[config.mk]
export PLATFORM = sky130hd
export DESIGN_NAME = pac_mover_flat
export DESIGN_NICKNAME = d
export VERILOG_FILES = /design/src/rtl/pac_pkg.sv /design/src/rtl/pac_mover_if.sv /design/src/rtl/pac_mover_ps2_dir_decode.sv /design/src/rtl/pac_mover.sv /design/src/flat_wrapper.sv
export SDC_FILE = /design/constraint.sdc
export NUM_CORES = 1
export LEC_CHECK = 0
export CAP_MARGIN = 0
export CORE_ASPECT_RATIO = 0.7
export CORE_MARGIN = 10
export CORE_UTILIZATION = 60
export CTS_BUF_LIST = sky130_fd_sc_hd__clkbuf_4 sky130_fd_sc_hd__clkbuf_8
export DETAILED_ROUTE_END_ITERATION = 10
export GPL_TIMING_DRIVEN = 0
export PLACE_DENSITY = 0.89
export SLEW_MARGIN = 20
export SYNTH_ARGS = -nofsm -noshare
export SYNTH_HDL_FRONTEND = slang
export SYNTH_SLANG_ARGS = --single-unit
[constraint.sdc]
create_clock -name clk -period 8.2 [get_ports clk]
set_input_delay 1.64 -clock clk [delete_from_list [all_inputs] [get_ports clk]]
set_output_delay 1.64 -clock clk [all_outputs]
set_load 0.1 [all_outputs]
[src/rtl/pac_pkg.sv]
// pac_pkg: shared direction/state encodings, scan codes and position stepping for the Pac-Man movers and display
package pac_pkg;

    typedef enum logic [1:0] {DIR_R = 2'd0, DIR_L = 2'd1, DIR_U = 2'd2, DIR_D = 2'd3} dir_t;
    typedef enum logic [1:0] {IDLE = 2'd0, MOVE = 2'd1, BLOCKED = 2'd2} state_t;

    localparam logic [7:0] SC_RIGHT = 8'h74;
    localparam logic [7:0] SC_LEFT  = 8'h6B;
    localparam logic [7:0] SC_UP    = 8'h75;
    localparam logic [7:0] SC_DOWN  = 8'h72;

    // Returns {x, y} as two 11-bit values; a step below zero wraps to a huge
    // value, so it always falls outside any play box and reads as blocked.
    function automatic logic [21:0] step_pos(input logic [9:0] x, input logic [9:0] y,
                                             input dir_t d, input logic [9:0] s);
        logic [10:0] xe, ye, se;
        xe = {1'b0, x};
        ye = {1'b0, y};
        se = {1'b0, s};
        return {d == DIR_R ? xe + se : d == DIR_L ? xe - se : xe,
                d == DIR_D ? ye + se : d == DIR_U ? ye - se : ye};
    endfunction

endpackage

[src/rtl/pac_mover_if.sv]
// pac_mover_if: keyboard word input and wall-map query bus of the Pac-Man mover
//   ps2_data/ps2_ready : keyboard word and its level-style valid
//   wall_hit           : wall-map answer for (chk_x, chk_y), same cycle
//   chk_x/chk_y        : candidate position presented to the wall map
interface pac_mover_if;
    logic [9:0] ps2_data;
    logic       ps2_ready;
    logic       wall_hit;
    logic [9:0] chk_x;
    logic [9:0] chk_y;
    modport master (output ps2_data, ps2_ready, wall_hit, input chk_x, chk_y);
    modport slave  (input ps2_data, ps2_ready, wall_hit, output chk_x, chk_y);
endinterface

[src/rtl/pac_mover_ps2_dir_decode.sv]
// ps2_dir_decode: turns a rising edge of ps2_ready into a direction strobe for extended arrow make codes
//   clk, rst       : clock, asynchronous active-high reset
//   ps2_data       : [9] E0-extended, [8] break, [7:0] scan code
//   ps2_ready      : level; each 0->1 transition carries a new word
//   req_dir        : decoded direction, meaningful while req_strobe is high
//   req_strobe     : one-cycle pulse for a recognised arrow make code
module ps2_dir_decode
    import pac_pkg::*;
(
    input  logic       clk,
    input  logic       rst,
    input  logic [9:0] ps2_data,
    input  logic       ps2_ready,
    output dir_t       req_dir,
    output logic       req_strobe
);
    logic ready_q;
    logic known;

    always_ff @(posedge clk or posedge rst)
        if (rst) ready_q <= 1'b0;
        else     ready_q <= ps2_ready;

    always_comb begin
        req_dir    = ps2_data[7:0] == SC_RIGHT ? DIR_R :
                     ps2_data[7:0] == SC_LEFT  ? DIR_L :
                     ps2_data[7:0] == SC_UP    ? DIR_U : DIR_D;
        known      = ps2_data[7:0] inside {SC_RIGHT, SC_LEFT, SC_UP, SC_DOWN};
        // only extended make codes steer; break codes and plain keys are dropped
        req_strobe = ps2_ready & ~ready_q & ps2_data[9] & ~ps2_data[8] & known;
    end
endmodule

[src/rtl/pac_mover.sv]
// pac_mover: keyboard-steered Pac-Man position register with wall and play-box blocking
//   clk, rst    : clock, asynchronous active-high reset
//   bus (slave) : keyboard word in, wall-map query out (see pac_mover_if)
//   PacX/PacY   : registered position
//   dir         : facing direction (0 right, 1 left, 2 up, 3 down)
//   anim        : mouth frame, advances on each tick while moving
//   moving      : high in state MOVE
module pac_mover
    import pac_pkg::*;
#(
    parameter logic [9:0]  INIT_X   = 10'd320,
    parameter logic [9:0]  INIT_Y   = 10'd240,
    parameter logic [9:0]  X_MIN    = 10'd16,
    parameter logic [9:0]  X_MAX    = 10'd623,
    parameter logic [9:0]  Y_MIN    = 10'd16,
    parameter logic [9:0]  Y_MAX    = 10'd463,
    parameter logic [9:0]  STEP     = 10'd2,
    parameter logic [21:0] TICK_DIV = 22'd1_000_000
) (
    input  logic        clk,
    input  logic        rst,
    pac_mover_if.slave  bus,
    output logic [9:0]  PacX,
    output logic [9:0]  PacY,
    output dir_t        dir,
    output logic [1:0]  anim,
    output logic        moving
);
    state_t      state, state_n;
    logic [21:0] cnt;
    logic        tick;
    logic        rv, rv_n, key_strobe;
    dir_t        rd, rd_n, key_dir, dir_n, cand_d;
    logic [9:0]  x_n, y_n;
    logic [1:0]  anim_n;
    logic [21:0] cand, fall;
    logic        cand_free, fall_free;

    function automatic logic in_box(input logic [10:0] x, input logic [10:0] y);
        return x >= {1'b0, X_MIN} && x <= {1'b0, X_MAX} && y >= {1'b0, Y_MIN} && y <= {1'b0, Y_MAX};
    endfunction

    ps2_dir_decode u_dec (
        .clk       (clk),
        .rst       (rst),
        .ps2_data  (bus.ps2_data),
        .ps2_ready (bus.ps2_ready),
        .req_dir   (key_dir),
        .req_strobe(key_strobe)
    );

    assign tick      = cnt == TICK_DIV - 22'd1;
    assign cand_d    = rv ? rd : dir;
    assign cand      = step_pos(PacX, PacY, cand_d, STEP);
    assign fall      = step_pos(PacX, PacY, dir, STEP);
    assign bus.chk_x = cand[20:11];
    assign bus.chk_y = cand[9:0];
    assign cand_free = in_box(cand[21:11], cand[10:0]) && !bus.wall_hit;
    // the wall map answers only the requested turn, so carrying straight on
    // while a turn waits is judged against the play box alone
    assign fall_free = in_box(fall[21:11], fall[10:0]);
    assign moving    = state == MOVE;

    always_ff @(posedge clk or posedge rst)
        if (rst) begin
            state <= IDLE;
            cnt   <= '0;
            PacX  <= INIT_X;
            PacY  <= INIT_Y;
            dir   <= DIR_R;
            anim  <= '0;
            rv    <= 1'b0;
            rd    <= DIR_R;
        end else begin
            state <= state_n;
            cnt   <= tick ? '0 : cnt + 22'd1;
            PacX  <= x_n;
            PacY  <= y_n;
            dir   <= dir_n;
            anim  <= anim_n;
            rv    <= rv_n;
            rd    <= rd_n;
        end

    always_comb begin
        state_n = state;
        x_n     = PacX;
        y_n     = PacY;
        dir_n   = dir;
        anim_n  = anim;
        rv_n    = rv;
        rd_n    = rd;
        case (state)
            IDLE:
                if (rv) begin
                    state_n = MOVE;
                    dir_n   = rd;
                    rv_n    = 1'b0;
                end
            MOVE:
                if (tick) begin
                    anim_n = anim + 2'd1;
                    if (cand_free) begin
                        x_n   = cand[20:11];
                        y_n   = cand[9:0];
                        dir_n = cand_d;
                        rv_n  = 1'b0;
                    end else if (rv && fall_free) begin
                        x_n = fall[20:11];
                        y_n = fall[9:0];
                    end else begin
                        state_n = BLOCKED;
                    end
                end
            BLOCKED:
                if (tick && rv && cand_free) begin
                    state_n = MOVE;
                    x_n     = cand[20:11];
                    y_n     = cand[9:0];
                    dir_n   = rd;
                    rv_n    = 1'b0;
                end
            default: state_n = IDLE;
        endcase
        // a key landing on a tick cycle is queued after the tick has used the old request
        if (key_strobe) begin
            rv_n = 1'b1;
            rd_n = key_dir;
        end
    end
endmodule
[src/flat_wrapper.sv]
// flat-port wrapper written by rule: the top's interface ports become plain ports
module pac_mover_flat import pac_pkg::*;
#(
    parameter logic [9:0]  INIT_X   = 10'd320,
    parameter logic [9:0]  INIT_Y   = 10'd240,
    parameter logic [9:0]  X_MIN    = 10'd16,
    parameter logic [9:0]  X_MAX    = 10'd623,
    parameter logic [9:0]  Y_MIN    = 10'd16,
    parameter logic [9:0]  Y_MAX    = 10'd463,
    parameter logic [9:0]  STEP     = 10'd2,
    parameter logic [21:0] TICK_DIV = 22'd1_000_000
)
  (clk, rst, PacX, PacY, dir, anim, moving, bus_ps2_data, bus_ps2_ready, bus_wall_hit, bus_chk_x, bus_chk_y);
  pac_mover_if bus_i ();
  input  logic clk;
  input  logic rst;
  output logic [9:0] PacX;
  output logic [9:0] PacY;
  output dir_t dir;
  output logic [1:0] anim;
  output logic moving;
  input wire logic [$bits(bus_i.ps2_data)-1:0] bus_ps2_data;
  input wire logic [$bits(bus_i.ps2_ready)-1:0] bus_ps2_ready;
  input wire logic [$bits(bus_i.wall_hit)-1:0] bus_wall_hit;
  output wire logic [$bits(bus_i.chk_x)-1:0] bus_chk_x;
  output wire logic [$bits(bus_i.chk_y)-1:0] bus_chk_y;
  assign bus_i.ps2_data = bus_ps2_data;
  assign bus_i.ps2_ready = bus_ps2_ready;
  assign bus_i.wall_hit = bus_wall_hit;
  assign bus_chk_x = bus_i.chk_x;
  assign bus_chk_y = bus_i.chk_y;
  pac_mover #(.INIT_X(INIT_X), .INIT_Y(INIT_Y), .X_MIN(X_MIN), .X_MAX(X_MAX), .Y_MIN(Y_MIN), .Y_MAX(Y_MAX), .STEP(STEP), .TICK_DIV(TICK_DIV)) u_core (.clk(clk), .rst(rst), .bus(bus_i), .PacX(PacX), .PacY(PacY), .dir(dir), .anim(anim), .moving(moving));
endmodule
==> impl_results.html <==
<table>
<tr><th>Metric</th><th>Value</th></tr>
<tr><th colspan="2">Layout</th></tr>
<tr><td>ANT cells</td><td>0</td></tr>
<tr><td>Finished Layout Cells</td><td>616</td></tr>
<tr><td>Layout cells sized above 1</td><td>between 10% and 20%</td></tr>
<tr><td>Commonest cells after routing, fill and taps aside</td><td>sky130_fd_sc_hd__clkdlybuf4s50_1 (54), sky130_fd_sc_hd__nor2_1 (48), sky130_fd_sc_hd__dfrtp_1 (44)</td></tr>
<tr><td>Area occupied by multi-input gates</td><td>between 0.002 and 0.0025 mm2</td></tr>
<tr><td>Sequential standard cell area</td><td>roughly 0.0013 mm2</td></tr>
<tr><td>Fill count</td><td>about 500</td></tr>
<tr><td>Signed area change from the synthesized netlist to the final layout</td><td>19.3%</td></tr>
<tr><td>Most common library cell in the layout ignoring fill and taps</td><td>sky130_fd_sc_hd__clkdlybuf4s50_1</td></tr>
<tr><td>Final #Nets</td><td>about 560</td></tr>
<tr><th colspan="2">Timing</th></tr>
<tr><td>Unrepaired setup endpoints after global routing</td><td>no</td></tr>
<tr><td>Final Hold Vio Count</td><td>0</td></tr>
<tr><td>Skew final</td><td>0.0103 ns</td></tr>
<tr><td>Final setup violation count</td><td>0</td></tr>
<tr><td>Final total negative setup slack</td><td>0 ns</td></tr>
<tr><td>Maximum clock frequency</td><td>roughly 190 MHz</td></tr>
<tr><td>Slew at the pin with the worst max-slew slack</td><td>around 1 ns</td></tr>
<tr><td>Worst rel slew slack</td><td>approximately a third</td></tr>
<tr><td>Time the worst path needs with I/O delays and setup</td><td>between 5 and 6 ns</td></tr>
<tr><td>Fraction of the cycle the final worst path needs</td><td>between 60% and 70%</td></tr>
<tr><td>Max-slew violation count</td><td>0</td></tr>
<tr><th colspan="2">Flow run</th></tr>
<tr><td>Total of max-cap violations</td><td>0</td></tr>
<tr><th colspan="2">Clock tree</th></tr>
<tr><td>Maximum buffer depth of the clock tree</td><td>2</td></tr>
<tr><td>Clock edge transition at the registers on the reported setup and hold paths</td><td>~0.10 ns</td></tr>
<tr><td>Post-CTS Resized</td><td>0</td></tr>
<tr><td>Clock tree from TritonCTS</td><td>yes</td></tr>
<tr><td>Buffer cell driving the clock tree root</td><td>sky130_fd_sc_hd__clkbuf_8</td></tr>
<tr><td>Cts hold-fix bufs</td><td>0</td></tr>
<tr><td>Clock Sink Count</td><td>50</td></tr>
<tr><td>H-tree depth</td><td>2</td></tr>
<tr><td>Post-CTS Setup Repair Bufs</td><td>0</td></tr>
<tr><td>Number of buffers created by CTS</td><td>5</td></tr>
<tr><td>Latest clock arrival within the worst-skew pair</td><td>0.32 ns</td></tr>
<tr><th colspan="2">Logic synthesis</th></tr>
<tr><td>Synth cell types</td><td>68</td></tr>
<tr><td>Register area share after synthesis</td><td>about a third</td></tr>
<tr><td>Post-synth top area share</td><td>27.9%</td></tr>
<tr><td>Ys async rst share</td><td>100%</td></tr>
<tr><td>Syn Std Cell Area</td><td>slightly below 0.004 mm2</td></tr>
<tr><td>Number of enable-type register cells in the synthesized netlist</td><td>0</td></tr>
<tr><td>Number of synthesized register bits</td><td>50</td></tr>
<tr><td>Mean post-synth cell area</td><td>~8.4 um2</td></tr>
<tr><td>Leading area contributor after synthesis</td><td>sky130_fd_sc_hd__dfrtp_1</td></tr>
<tr><td>Biggest area contributors in the synthesized netlist</td><td>sky130_fd_sc_hd__dfrtp_1 (28%), sky130_fd_sc_hd__xnor2_1 (5.8%), sky130_fd_sc_hd__xor2_1 (4.7%)</td></tr>
<tr><td>Cells after Synth</td><td>roughly 470</td></tr>
<tr><td>Most used flip-flop cell after synthesis</td><td>sky130_fd_sc_hd__dfrtp_1</td></tr>
<tr><td>Count of warnings emitted by yosys</td><td>0</td></tr>
<tr><th colspan="2">Drt</th></tr>
<tr><td>Vias per cell</td><td>6.14</td></tr>
<tr><td>Total via count in the routed design</td><td>3784</td></tr>
<tr><td>WL per Instance</td><td>about 19 um</td></tr>
<tr><td>Residual DRC</td><td>0</td></tr>
<tr><td>First-pass DRT Iterations</td><td>5</td></tr>
<tr><td>Overall routed net length</td><td>about 12 mm</td></tr>
<tr><td>Count of antenna-violating nets left after detailed routing</td><td>0</td></tr>
<tr><td>First-iteration detailed-routing DRC count</td><td>about 330</td></tr>
<tr><th colspan="2">Power</th></tr>
<tr><td>Overall power consumption</td><td>about 0.00043 W</td></tr>
<tr><td>Lkg Pwr</td><td>1.98 nW</td></tr>
<tr><td>P per Cell Area</td><td>92.3 mW/mm2</td></tr>
<tr><td>IR drop worst, VDD</td><td>between 60 and 70 uV</td></tr>
<tr><th colspan="2">Placement</th></tr>
<tr><td>Weighted congestion reported at the end of routability-driven placement</td><td>between 0.9 and 1</td></tr>
<tr><td>Quantity of I/O buffers inserted on ports</td><td>54</td></tr>
<tr><td>Detailed-placement wirelength estimate</td><td>slightly below 9 mm</td></tr>
<tr><td># placed instances</td><td>approximately 610</td></tr>
<tr><th colspan="2">Critical path</th></tr>
<tr><td>Data required time at the worst endpoint</td><td>between 6 and 7 ns</td></tr>
<tr><td>Slack of the worst reg-to-reg path</td><td>between 4 and 5 ns</td></tr>
<tr><td>Worst reg2reg endpoint</td><td>u_core.PacX[4]$_DFFE_PP0P_</td></tr>
<tr><td>Category of the worst setup path capture point</td><td>primary output</td></tr>
<tr><td>Critical Path Source Type</td><td>flip-flop</td></tr>
<tr><td>Delay of the slowest cell on the worst path</td><td>1.17 ns</td></tr>
<tr><td>Cell occurring most often along the worst timing path</td><td>sky130_fd_sc_hd__inv_1</td></tr>
<tr><td>Arrival time reported for the critical path endpoint</td><td>around 3.8 ns</td></tr>
<tr><td>Number of buffers and inverters on the critical path</td><td>3</td></tr>
<tr><td>Depth of the worst register-to-register path</td><td>13</td></tr>
<tr><td>Launching point of the worst reg2reg path</td><td>u_core.PacX[1]$_DFFE_PP0P_</td></tr>
<tr><td>Top Family by Delay on Critical Path</td><td>buffers and inverters</td></tr>
<tr><td>Critical path cell sequence</td><td>inv_1 &gt; ha_1 &gt; or4b_4 &gt; nor4_1 &gt; a21oi_1 &gt; xor2_1 &gt; inv_1 &gt; clkdlybuf4s50_1</td></tr>
<tr><td>Largest fanout on the critical path</td><td>6</td></tr>
<tr><td>Slowest cell on the critical path</td><td>sky130_fd_sc_hd__clkdlybuf4s50_1</td></tr>
<tr><td>Startpoint-to-endpoint class of the critical path</td><td>reg -&gt; out</td></tr>
<tr><th colspan="2">GRT</th></tr>
<tr><td>Global router's overall resource usage</td><td>a little under a quarter</td></tr>
<tr><td>Grt ovf</td><td>0</td></tr>
<tr><td>First-pass GRT wire length</td><td>~19 mm</td></tr>
<tr><td>Initial antenna violation count</td><td>0</td></tr>
<tr><td>Via count of the first global-routing pass</td><td>approximately 3700</td></tr>
<tr><td>Largest net degree at the start of global routing</td><td>31</td></tr>
<tr><th colspan="2">Min path</th></tr>
<tr><td>Hold Path Stages</td><td>1</td></tr>
<tr><td>Source of the worst hold timing path</td><td>u_core.cnt[21]$_DFF_PP0_</td></tr>
<tr><td>Endpoint with the worst hold slack</td><td>u_core.cnt[21]$_DFF_PP0_</td></tr>
<tr><td>Hold Path Class</td><td>reg -&gt; reg</td></tr>
<tr><th colspan="2">Floorplanning</th></tr>
<tr><td>Number of core rows</td><td>24</td></tr>
<tr><td>Die Y</td><td>between 80 and 90 um</td></tr>
<tr><td>Die X</td><td>approximately 120 um</td></tr>
<tr><td>Total die area</td><td>between 0.01 and 0.015 mm2</td></tr>
<tr><td>Area of the core</td><td>approximately 0.0063 mm2</td></tr>
<tr><td>Number of top-level pins</td><td>59</td></tr>
<tr><td>Initial standard-cell utilization of the core</td><td>a little over three fifths</td></tr>
<tr><th colspan="2">Run status</th></tr>
<tr><td>Result of the run</td><td>completed</td></tr>
</table>
[how the worst max path moves through the flow]
stage | to | startpoint | slack, ns | cells past startpoint
after CTS | bus_chk_x[7] | u_core.PacX[1]$_DFFE_PP0P_ | 2.85 | 7
final | bus_chk_x[9] | u_core.PacX[1]$_DFFE_PP0P_ | 2.80 | 8
after global routing | bus_chk_x[9] | u_core.dir[1]$_DFFE_PP0P_ | 2.72 | 8
after detailed placement | bus_chk_x[7] | u_core.PacX[1]$_DFFE_PP0P_ | 3.23 | 7
after floorplan | bus_chk_x[2] | u_core.dir[0]$_DFFE_PP0P_ | 2.71 | 5
after global placement | bus_chk_x[7] | u_core.PacX[1]$_DFFE_PP0P_ | 3.21 | 7
[metrics by stage]
step / instance area, um2 / util (%) / hold slack (ns) / worst slack, ns
after floorplan: 3960 / - / 0.443 / 2.71
after global placement: 4590 / 72.9 / 0.457 / 3.21
after detailed placement: 4610 / 73.2 / 0.464 / 3.23
after CTS: 4710 / 74.6 / 0.479 / 2.85
after global routing: 4710 / 74.6 / 0.513 / 2.72
final: 4710 / 74.6 / 0.476 / 2.80
[Yosys cell counts, types with 4 or more instances]
cell type	count
sky130_fd_sc_hd__a21oi_1	31
sky130_fd_sc_hd__a31oi_1	4
sky130_fd_sc_hd__and2_1	8
sky130_fd_sc_hd__and3_1	11
sky130_fd_sc_hd__and4_1	4
sky130_fd_sc_hd__buf_2	10
sky130_fd_sc_hd__buf_4	4
sky130_fd_sc_hd__clkbuf_1	16
sky130_fd_sc_hd__dfrtp_1	44
sky130_fd_sc_hd__dfstp_2	6
sky130_fd_sc_hd__ha_1	5
sky130_fd_sc_hd__inv_1	22
sky130_fd_sc_hd__mux2_2	7
sky130_fd_sc_hd__mux2_4	8
sky130_fd_sc_hd__mux2i_1	12
sky130_fd_sc_hd__nand2_1	38
sky130_fd_sc_hd__nand3_1	19
sky130_fd_sc_hd__nand4_1	8
sky130_fd_sc_hd__nor2_1	48
sky130_fd_sc_hd__nor2b_1	6
sky130_fd_sc_hd__nor3_1	15
sky130_fd_sc_hd__nor4_1	12
sky130_fd_sc_hd__o21ai_0	22
sky130_fd_sc_hd__or3_1	6
sky130_fd_sc_hd__xnor2_1	26
sky130_fd_sc_hd__xor2_1	21
[state kept, by name, indices dropped and copies added, names as in the netlist]
name and cells:
u_core.PacX 9, u_core.PacY 9, u_core.anim 2, u_core.cnt 22, u_core.dir 2, u_core.rd 2
u_core.rv 1, u_core.state 2, u_core.u_dec.ready_q 1
[cell type report]
cell class / instances / share of cell area, %
tap: 78 / 2.07
sequential: 50 / 26.7
multi-input combinational: 367 / 51.6
clock inverter: 2 / 0.319
clock buffer: 6 / 1.62
buffer: 36 / 3.94
inverter: 22 / 1.75
timing repair buffer: 55 / 11.9
[power breakdown]
group / switching [W] / internal, W / leakage, nW
Sequential: 0.000000634 / 0.000247 / 0.644
Combinational: 0.0000194 / 0.0000105 / 1.29
Clock: 0.0000926 / 0.0000638 / 0.0408
Total: 0.000113 / 0.000322 / 1.98
[cells by family after synthesis]
family / synth area share, %
buffers and inverters: 6.79
AO/OA/AOI/OAI: 14.2
multiplexers: 8.09
other: 0.0951
flip-flops: 31.9
XOR/XNOR: 10.4
adder cells (fa/ha/maj): 1.87
AND/OR/NAND/NOR: 26.6
[routing by layer]
metal / vias to the layer above / GRT usage (%) / wire length [um]
li1: 1778 / - / -
met1: 1766 / 31.0 / 5230
met2: 200 / 33.3 / 4780
met3: 38 / 6.22 / 1160
met4: 2 / 9.06 / 324
met5: - / 2.38 / 34
(Power assumes the default switching activity.)
